[src/rtl/rv32i_pkg.sv]
// Shared RV32I core constants and address type.
package rv32i_pkg;

    localparam int XLEN = 32;

    typedef logic [XLEN-1:0] addr_t;

    localparam addr_t RESET_VECTOR = 32'h0000_0000;

endpackage

[src/rtl/program_counter.sv]
// Architectural PC register for the single-cycle RV32I core.
// Optional hold input enabled by defining PC_STALL_EN.
module program_counter
    import rv32i_pkg::*;
#(
    parameter int XLEN = rv32i_pkg::XLEN,
    parameter logic [XLEN-1:0] RESET_VECTOR = XLEN'(rv32i_pkg::RESET_VECTOR)
) (
    input  logic            clk,
    input  logic            reset,
    input  logic [XLEN-1:0] next_pc,
`ifdef PC_STALL_EN
    input  logic            stall,
`endif
    output logic [XLEN-1:0] pc_out,
    output logic            pc_misaligned
);

    logic [XLEN-1:0] pc_q;

`ifdef PC_STALL_EN
    always_ff @(posedge clk) begin
        if (reset) begin
            pc_q <= RESET_VECTOR;
        end else if (!stall) begin
            pc_q <= next_pc;
        end
    end
`else
    always_ff @(posedge clk) begin
        if (reset) begin
            pc_q <= RESET_VECTOR;
        end else begin
            pc_q <= next_pc;
        end
    end
`endif

    assign pc_out        = pc_q;
    assign pc_misaligned = |pc_q[1:0];

endmodule

[config.mk]
export PLATFORM = sky130hd
export DESIGN_NAME = program_counter
export DESIGN_NICKNAME = d
export VERILOG_FILES = /design/src/rtl/rv32i_pkg.sv /design/src/rtl/program_counter.sv
export SDC_FILE = /design/constraint.sdc
export NUM_CORES = 1
export LEC_CHECK = 0
export ABC_AREA = 1
export CORE_MARGIN = 4
export CORE_UTILIZATION = 35
export CTS_BUF_LIST = sky130_fd_sc_hd__clkbuf_4
export CTS_CLUSTER_DIAMETER = 120
export DETAILED_ROUTE_END_ITERATION = 8
export PLACE_DENSITY_LB_ADDON = 0.12
export SKIP_LAST_GASP = 1
export SLEW_MARGIN = 0
export SYNTH_ARGS = -nofsm -noshare
export SYNTH_HDL_FRONTEND = slang
export SYNTH_SLANG_ARGS = --single-unit
[constraint.sdc]
create_clock -name clk -period 1 [get_ports clk]
set_input_delay 0.1 -clock clk [delete_from_list [all_inputs] [get_ports clk]]
set_output_delay 0.1 -clock clk [all_outputs]
set_load 0.02 [all_outputs]
==> impl_metrics.yaml <==
outcome:
  status: "complete, no violations"
routing:
  vias: 795
  vias_per_cell: 3.90
  drc_errors: 0
  drt_wl_total_mm: 1.99
  antenna_left: 0
  drtIter0Drc: 20
  wl_per_cell_um: 9.77
  drtPass1Iterations: 3
synth:
  synth.net_count: 136
  syn_area_per_cell_um2: 9.08
  yosysSeqAreaShare_pct: 69.2
  synth_warnings: 0
  synth.distinct_cells: 5
  syn-instance-count: 102
  syn_area_um2: 926
  synth-seq-cells: 32
power_and_ir_drop:
  p_clk_share_pct: 27.3
  p_sw_w: 0.000594
  p_seq_share_pct: 56.8
  p_sw_share_pct: 24.9
  worst_ir_drop_vdd_v: 0.00121
  internal-power_w: 0.00179
  powerDensity_nw_per_um2: 1580
  p_comb_share_pct: 15.9
  p_leak_nw: 0.840
final_layout:
  multi_input_area_um2: 126
  fillCellCount: 237
  antenna_cells: 0
  syn2layout_area_growth_pct: 62.8
  final_util_pct: 60.3
  drive_above_1_share_pct: 25.9
  num-nets-final: 207
  seqCellArea_um2: 643
  layout_common_cells: "inv_1 (33), clkdlybuf4s50_1 (33), nor2_1 (32), buf_2 (32), dfxtp_1 (30)"
  largest_register_ff_count: 32
  fin_area_um2: 1510
  stdcell_count: 204
grt:
  grt_pass1_wl_mm: 3.15
  grt_pass1_vias: 732
  gr-total-overflow: 0
  grtUsageTotal_pct: 12.3
  met2_usage_pct: 19.5
  grt_busiest_layer: "met2"
  grtUsageMet1_pct: 12.3
  met3_usage_pct: 6.97
  antenna_found_initial: 0
  grt_max_degree: 33
sta:
  max_slew_margin_pct: 91.1
  worst_slew_pin_slew_ns: 0.134
  max_freq_mhz: 1030
  slew_viol_final: 0
  finalSetupViolations: 0
  timing.final.crit_share_pct: 96.7
  hold_viol: 0
  tns_ns: 0
  period_needed_ns: 0.967
  rsz0062_at_grt: "yes"
die:
  die_w_um: 59.4
  rows: 18
  die_y_um: 59.4
  io-pin-count: 67
  dieArea_um2: 3530
  initial_core_util_pct: 37.0
  core-area_um2: 2500
critical_path:
  path_buf_inv: 2
  crit_path_start_kind: "flip-flop"
  cp_top_family: "flip-flops"
  path_cells: "inv_1, nand2_2, buf_6"
  slowest_stage: "dfxtp_2"
  path_class: "flip-flop to output pin"
  cp_max_fo: 2
  required_ns: 0.90
  worstPathArrival_ns: 0.87
  crit_start: "pc_out[1]"
  crit_path_end_kind: "output pin"
  slowest_delay_ns: 0.33
clock_tree:
  cts_sinks: 32
  cts_inserted_buffers: 5
  htree_levels: 2
  post_cts_buffers: 0
  cts.clk_slew.worst_paths_ns: 0.09
  cts_tree: "done"
  clockRootBuffer: "clkbuf_4"
  ctsLongestPathBuffers: 2
place:
  place_area_um2: 1610
  hpwl_mm: 1.58
  gp_congestion: 0.631
  placed_cells: 196
  portBuffers: 66
hold_path:
  hp-class: "input port to flip-flop"
  min_from: "next_pc[17]"
flow_run:
  drv.max_cap_violation_count: 0
-- cell families (layout without fill, tap and decap cells) --
logic type	Yosys count	after routing	share of synthesized area (%)
AND/OR/NAND/NOR	33	33	13.4
flip-flops	32	32	69.2
buffers and inverters	37	109	17.4
-- power by group through the flow --
stage / clock (W) / sequential [W] / combinational, W
2_1_floorplan: 0 / 0.00148 / 0.0000776
3_3_place_gp: 0 / 0.00139 / 0.000442
3_5_place_dp: 0 / 0.00139 / 0.000447
4_1_cts: 0.000693 / 0.00136 / 0.000390
5_1_grt: 0.000747 / 0.00136 / 0.000413
6_report: 0.000653 / 0.00136 / 0.000379
-- per-stage QoR --
stage                     hold WS (ns)  power (W)  setup WS (ns)
after global routing             0.263    0.00252        -0.0296
after global placement           0.618    0.00183        -0.0781
after floorplan                  0.171    0.00156          0.263
after CTS                        0.268    0.00244        -0.0270
after detailed placement         0.623    0.00184         -0.114
final                            0.286    0.00239         0.0328
-- layout make-up --
type | instances | area share, %
repair buffers | 67 | 34.6
clock inverters | 3 | 0.913
well taps | 30 | 2.49
flip-flops and latches | 32 | 42.7
multi-input cells | 33 | 8.38
inverters | 34 | 8.46
clock buffers | 5 | 2.49
-- final timing paths --
kind	end	depth (start not counted)
max	pc_misaligned	3
min	pc_out[17]	3
-- routing by layer --
layer | wire length [um] | up-vias
li1 | - | 414
met1 | 670 | 333
met5 | 0 | -
met4 | 52 | 0
met3 | 307 | 8
met2 | 964 | 40
-- cell usage after synthesis (all sizes together) --
master	number	area share (%)
buf	3	3.6
dfxtp	32	69
inv	34	14
nand2	1	0.41
nor2	32	13
-- tightest hold or removal path: stages --
cell and delay, ns:
clkdlybuf4s50_1 0.39, inv_1 0.05, nor2_1 0.03
-- repair_timing --
action                     CTS  global route
gates resized for setup    125            13
hold buffers                 0             0
pin swaps                    0             1
setup endpoints to repair   33             8
No activity file was read; power rests on OpenSTA's default activity.
